[src/rtl/conv_io_ctrl.sv]
// conv_io_ctrl: host-facing buffer controller for a 1-D convolution engine.
// The host loads an X-word vector, start streams it to the engine over a
// valid/ready link, and the Y = X-F+1 results are collected into a result
// buffer that can be read at any time through rd_addr/rd_data.
// Optional feature: define CONV_IO_RELU_CHECK_EN to add the sticky relu_err
// output, flagging any negative result word accepted from the engine.
module conv_io_ctrl #(
    parameter int X = 32,
    parameter int F = 4,
    parameter int W = 16
) (
    input  logic                        clk,
    input  logic                        reset,
    input  logic [W-1:0]                ld_data,
    input  logic                        ld_valid,
    output logic                        ld_ready,
    input  logic                        start,
    output logic [W-1:0]                x_data,
    output logic                        x_valid,
    input  logic                        x_ready,
    input  logic [W-1:0]                y_data,
    input  logic                        y_valid,
    output logic                        y_ready,
    input  logic [$clog2(X-F+1)-1:0]    rd_addr,
    output logic [W-1:0]                rd_data,
    output logic                        busy,
    output logic                        done
`ifdef CONV_IO_RELU_CHECK_EN
    ,
    output logic                        relu_err
`endif
);

    localparam int Y  = X - F + 1;
    localparam int XW = $clog2(X);
    localparam int YW = $clog2(Y);

    typedef enum logic [2:0] {
        IDLE  = 3'd0,
        LOAD  = 3'd1,
        READY = 3'd2,
        SEND  = 3'd3,
        RECV  = 3'd4,
        DONE  = 3'd5
    } state_t;

    state_t          state_q, state_d;
    logic [XW-1:0]   ld_cnt_q, ld_cnt_d;
    logic [XW-1:0]   x_cnt_q, x_cnt_d;
    logic [YW-1:0]   y_cnt_q, y_cnt_d;
    logic [W-1:0]    x_data_q, x_data_d;
    logic            x_valid_q, x_valid_d;
    logic            ld_ready_q, ld_ready_d;
    logic            y_ready_q, y_ready_d;
    logic            busy_q, busy_d;
    logic            done_q, done_d;
    logic [W-1:0]    rd_data_q, rd_data_d;

    logic [W-1:0]    xbuf_q [X];
    logic [W-1:0]    rbuf_q [Y];

    logic            start_acc_s;
    logic            ld_acc_s;
    logic            x_xfer_s;
    logic            y_acc_s;
    logic [XW-1:0]   nxt_idx_s;

`ifdef CONV_IO_RELU_CHECK_EN
    logic            relu_err_q, relu_err_d;
`endif

    // Next-state, counter and output-register computation for the controller
    always_comb begin
        state_d     = state_q;
        ld_cnt_d    = ld_cnt_q;
        x_cnt_d     = x_cnt_q;
        y_cnt_d     = y_cnt_q;
        x_data_d    = x_data_q;
        x_valid_d   = x_valid_q;
        // start has priority over a simultaneous load word in READY
        start_acc_s = (state_q == READY) && start;
        ld_acc_s    = ld_valid && ld_ready_q && !start_acc_s;
        x_xfer_s    = x_valid_q && x_ready;
        y_acc_s     = y_valid && y_ready_q;
        nxt_idx_s   = x_cnt_q + XW'(1);

        case (state_q)
            IDLE: begin
                if (ld_acc_s) begin
                    ld_cnt_d = XW'(1);
                    state_d  = LOAD;
                end else begin
                    state_d  = IDLE;
                end
            end
            LOAD: begin
                if (ld_acc_s) begin
                    if (ld_cnt_q == XW'(X - 1)) begin
                        ld_cnt_d = '0;
                        state_d  = READY;
                    end else begin
                        ld_cnt_d = ld_cnt_q + XW'(1);
                    end
                end else begin
                    state_d = LOAD;
                end
            end
            READY: begin
                if (start_acc_s) begin
                    x_cnt_d = '0;
                    state_d = SEND;
                end else if (ld_acc_s) begin
                    ld_cnt_d = XW'(1);
                    state_d  = LOAD;
                end else begin
                    state_d = READY;
                end
            end
            SEND: begin
                // The output register doubles as the prefetch stage: the next
                // word is loaded on the same edge the current one transfers.
                if (!x_valid_q) begin
                    x_valid_d = 1'b1;
                    x_data_d  = xbuf_q[0];
                    x_cnt_d   = '0;
                end else if (x_xfer_s) begin
                    if (x_cnt_q == XW'(X - 1)) begin
                        x_valid_d = 1'b0;
                        x_cnt_d   = '0;
                        state_d   = RECV;
                    end else begin
                        x_cnt_d  = nxt_idx_s;
                        x_data_d = xbuf_q[nxt_idx_s];
                    end
                end else begin
                    x_valid_d = 1'b1;
                end
            end
            RECV: begin
                if (y_acc_s) begin
                    if (y_cnt_q == YW'(Y - 1)) begin
                        y_cnt_d = '0;
                        state_d = DONE;
                    end else begin
                        y_cnt_d = y_cnt_q + YW'(1);
                    end
                end else begin
                    state_d = RECV;
                end
            end
            DONE: begin
                state_d = READY;
            end
            default: begin
                state_d = IDLE;
            end
        endcase

        ld_ready_d = (state_d == IDLE) || (state_d == LOAD) || (state_d == READY);
        y_ready_d  = (state_d == RECV);
        busy_d     = (state_d == SEND) || (state_d == RECV);
        done_d     = (state_d == DONE);

        if (int'(rd_addr) < Y) begin
            rd_data_d = rbuf_q[rd_addr];
        end else begin
            rd_data_d = '0;
        end
    end

`ifdef CONV_IO_RELU_CHECK_EN
    // Sticky flag for negative result words, cleared when a new run starts
    always_comb begin
        relu_err_d = relu_err_q;
        if (start_acc_s) begin
            relu_err_d = 1'b0;
        end else if (y_acc_s && y_data[W-1]) begin
            relu_err_d = 1'b1;
        end else begin
            relu_err_d = relu_err_q;
        end
    end

    // Relu flag register with synchronous reset
    always_ff @(posedge clk) begin
        if (!reset) begin
            relu_err_q <= 1'b0;
        end else begin
            relu_err_q <= relu_err_d;
        end
    end

    assign relu_err = relu_err_q;
`endif

    // Controller state and registered outputs with synchronous reset
    always_ff @(posedge clk) begin
        if (!reset) begin
            state_q    <= IDLE;
            ld_cnt_q   <= '0;
            x_cnt_q    <= '0;
            y_cnt_q    <= '0;
            x_data_q   <= '0;
            x_valid_q  <= 1'b0;
            ld_ready_q <= 1'b0;
            y_ready_q  <= 1'b0;
            busy_q     <= 1'b0;
            done_q     <= 1'b0;
            rd_data_q  <= '0;
        end else begin
            state_q    <= state_d;
            ld_cnt_q   <= ld_cnt_d;
            x_cnt_q    <= x_cnt_d;
            y_cnt_q    <= y_cnt_d;
            x_data_q   <= x_data_d;
            x_valid_q  <= x_valid_d;
            ld_ready_q <= ld_ready_d;
            y_ready_q  <= y_ready_d;
            busy_q     <= busy_d;
            done_q     <= done_d;
            rd_data_q  <= rd_data_d;
        end
    end

    // Vector and result buffers; contents survive reset, writes are blocked during it
    always_ff @(posedge clk) begin
        if (reset && ld_acc_s) begin
            xbuf_q[ld_cnt_q] <= ld_data;
        end
        if (reset && y_acc_s) begin
            rbuf_q[y_cnt_q] <= y_data;
        end
    end

    assign ld_ready = ld_ready_q;
    assign x_data   = x_data_q;
    assign x_valid  = x_valid_q;
    assign y_ready  = y_ready_q;
    assign rd_data  = rd_data_q;
    assign busy     = busy_q;
    assign done     = done_q;

endmodule

[config.mk]
export PLATFORM = sky130hd
export DESIGN_NAME = conv_io_ctrl
export DESIGN_NICKNAME = d
export VERILOG_FILES = /design/src/rtl/conv_io_ctrl.sv
export SDC_FILE = /design/constraint.sdc
export NUM_CORES = 1
export LEC_CHECK = 0
export ABC_CLOCK_PERIOD_IN_PS = 2750
export BUFFER_PORTS_ARGS = -buffer_cell sky130_fd_sc_hd__clkbuf_2
export CAP_MARGIN = 20
export CORE_AREA = 2 2 272 274
export CTS_BUF_LIST = sky130_fd_sc_hd__clkbuf_16
export CTS_CLUSTER_DIAMETER = 150
export DETAILED_ROUTE_END_ITERATION = 8
export DIE_AREA = 0 0 274 276
export PLACE_DENSITY = 0.84
export REMOVE_ABC_BUFFERS = 1
export SYNTH_ARGS = -nofsm -noshare
export SYNTH_HDL_FRONTEND = slang
export SYNTH_SLANG_ARGS = --single-unit
[constraint.sdc]
create_clock -name clk -period 2.75 [get_ports clk]
set_input_delay 0.825 -clock clk [delete_from_list [all_inputs] [get_ports clk]]
set_output_delay 0.825 -clock clk [all_outputs]
set_load 0.02 [all_outputs]
==> results.cfg <==
[drt]
vias_per_cell = 6.45
wl_per_cell_um = 29.3
antenna_left = 0
via_count = 20022
drc = 0
dr.first_iter.drc_count = 2351
drt-total-wl_um = 91100
first_pass_iters = 6

[finish]
post-route-util_pct = 62.6
final_cell_mix = edfxtp_1 (976), mux4_2 (240), clkbuf_16 (99)
final_common_cell = edfxtp_1
multi_input_area_um2 = 8630
nFillCells = 4667
stdcell_area_um2 = 45500
drive_gt1_share_pct = 28.1
finalNetCount = 2125
areaGrowthSynthToFinish_pct = 14.5
regArea_um2 = 30400

[clock_network]
cts_resized = 0
clock_sinks = 1031
max-clock-path-buffers = 3
cts_root_buf = clkbuf_16
htree_num_levels = 3
hold_buffers = 0
cts_setup_buffers = 0
clock_latency_ns = 0.66
clkTransAtPathRegs_ns = 0.07
numCtsBuffers = 97
cts_tree = built

[synth]
synthFlopType = edfxtp_1
ys_warn_count = 0
muxShareOfSynthArea_pct = 16.0
synth-seq-area-share_pct = 76.6
synthArstFlopShare_pct = 0
synth_simple_gate_area_share_pct = 2.32
syn_inst = 1873
synth-compound-area-share_pct = 2.84
ys_ff_latch = 1031
avgSynthCellArea_um2 = 21.2
synth_edf_count = 976
synthXorXnorAreaFrac_pct = 0.154
synth_top_family_by_area = multiplexers
syn-cell-area_um2 = 39700
synthAdderAreaFrac_pct = 0.347
synth_cell_type_count = 43

[global_routing]
grt_usage_pct = 24.3
use_met3_pct = 5.27
antenna_found_initial = 3
grt_pass1_vias = 20868
grt-busiest-layer = met2
grt_start_max_net_pins = 74
met2_usage_pct = 43.0
overflow = 0
grt_use_met1_pct = 30.1
grt_pass1_wl_um = 135000

[sta]
worst_pin_slew_ns = 0.769
final-hold-violation-count = 0
max_clock_freq_mhz = 381
skew_ns = 0.0258
relSlewSlack_pct = 48.7
setup_viol = 0
rsz0062_at_grt = false
period_share_pct = 95.5
final_max_slew_viol_count = 0
fin_crit_ns = 2.63

[floorplanning]
core_area_um2 = 72600
core.rowCount = 99
die_w_um = 274
num_io_pins = 80
start_util_pct = 54.7
die_height_um = 276
dieArea_um2 = 75600

[critical_path]
arrival_ns = 3.17
timing_worst_setup_path_type = reg -> reg
end_kind = flop
worstPathRequired_ns = 3.30
cp-start-kind = flop
worstPathMaxFanout = 52

[placement]
place_congestion = 0.843
portBuffers = 79
dp_hpwl_um = 54300
place_area_um2 = 42200

[status]
status = completed

[worst_hold_path]
hp-class = reg -> reg

[power]
powerDensity_nw_per_um2 = 695
power_leakage_nw = 14.5
vdd_drop_max_mv = 0.692

[run]
drv_cap = 0
==> power breakdown <==
group	switching [mW]	internal (mW)	leakage (nW)
clock	5.67	7.86	1.65
sequential	0.0237	17.2	9.22
combinational	0.527	0.311	3.60
==> per-stage QoR <==
step                setup slack (ns)  total power [mW]  instances  TNS (ns)  hold slack [ns]
floorplan                      -6.36              17.9       1771   -116.36            0.486
global placement               0.108              18.3       2930         0            0.506
detailed placement            0.0365              18.4       2930         0            0.538
CTS                           0.0617              31.7       3104         0            0.547
global route                  0.0387              32.4       3105         0            0.560
finish                         0.123              31.6       3106         0            0.547
==> worst max-delay path: stages, from the launching register on <==
cell and delay [ns]:
dfxtp_1 0.40, ha_4 0.22, xor2_4 0.22, buf_12 0.33, buf_4 0.31, mux4_2 0.38, o211ai_1 0.30, o2111ai_1 0.18
o211a_1 0.16
==> area by class of cell <==
class,count,share of cell area (%)
Multi-Input combinational cell,699,19.0
Sequential cell,1031,66.9
Antenna cell,1,0.00550
Timing Repair Buffer,201,4.06
Clock inverter,75,1.65
Clock buffer,99,5.45
Inverter,41,0.338
Tap cell,959,2.64
==> logic make-up after synthesis <==
logic type / Yosys count
buffers and inverters: 143
multiplexers: 332
adder cells (fa/ha/maj): 11
flip-flops: 1031
XOR/XNOR: 7
AND/OR/NAND/NOR: 195
AO/OA/AOI/OAI: 154
==> final timing paths <==
check	depth (start not counted)	endpoint	startpoint	slack (ns)
setup / recovery	8	x_data[9]$_SDFFE_PN0P_	x_cnt_q[1]$_SDFFE_PN0P_	0.12
hold / removal	2	x_cnt_q[4]$_SDFFE_PN0P_	x_cnt_q[4]$_SDFFE_PN0P_	0.55
setup reg to reg	8	x_data[9]$_SDFFE_PN0P_	x_cnt_q[1]$_SDFFE_PN0P_	0.12
hold reg to reg	2	x_cnt_q[4]$_SDFFE_PN0P_	x_cnt_q[4]$_SDFFE_PN0P_	0.55
==> metal layers <==
layer	wire, um	vias up	share of wire, %
met5	38	-	0.042
met4	2600	6	2.9
met3	8000	209	8.8
met2	48500	1257	53
met1	31900	10380	35
li1	-	8170	-
==> synthesized netlist by cell type, types with 5 or more instances <==
master / number / area [um2]
nand3_1: 8 / 40.0
nand2_1: 32 / 120
dfxtp_1: 55 / 1100
o211a_1: 14 / 140
a221oi_1: 17 / 149
inv_1: 26 / 97.6
and2_1: 6 / 37.5
nor2_1: 95 / 357
buf_1: 5 / 18.8
o211ai_1: 18 / 135
buf_6: 10 / 113
a22oi_1: 30 / 225
buf_2: 42 / 210
nand3b_1: 9 / 67.6
and3_1: 7 / 43.8
ha_1: 11 / 138
o22ai_1: 16 / 100
a21boi_0: 5 / 37.5
nor2b_1: 11 / 68.8
a31oi_1: 6 / 37.5
edfxtp_1: 976 / 29300
buf_4: 12 / 90.1
clkbuf_1: 33 / 124
o2111ai_1: 15 / 131
mux2i_1: 76 / 761
mux2_2: 16 / 180
o21ai_0: 12 / 60.1
clkinv_1: 15 / 56.3
a21oi_1: 20 / 100
mux4_2: 240 / 5410
==> registers in the layout (all words and copies together) (netlist names), 3 cells and up <==
signal    flops
rbuf_q      464
ld_cnt_q      5
rd_data      16
x_cnt_q       5
y_cnt_q       5
state_q       3
xbuf_q      512
x_data       16
Power figures use the tool's default switching activity.
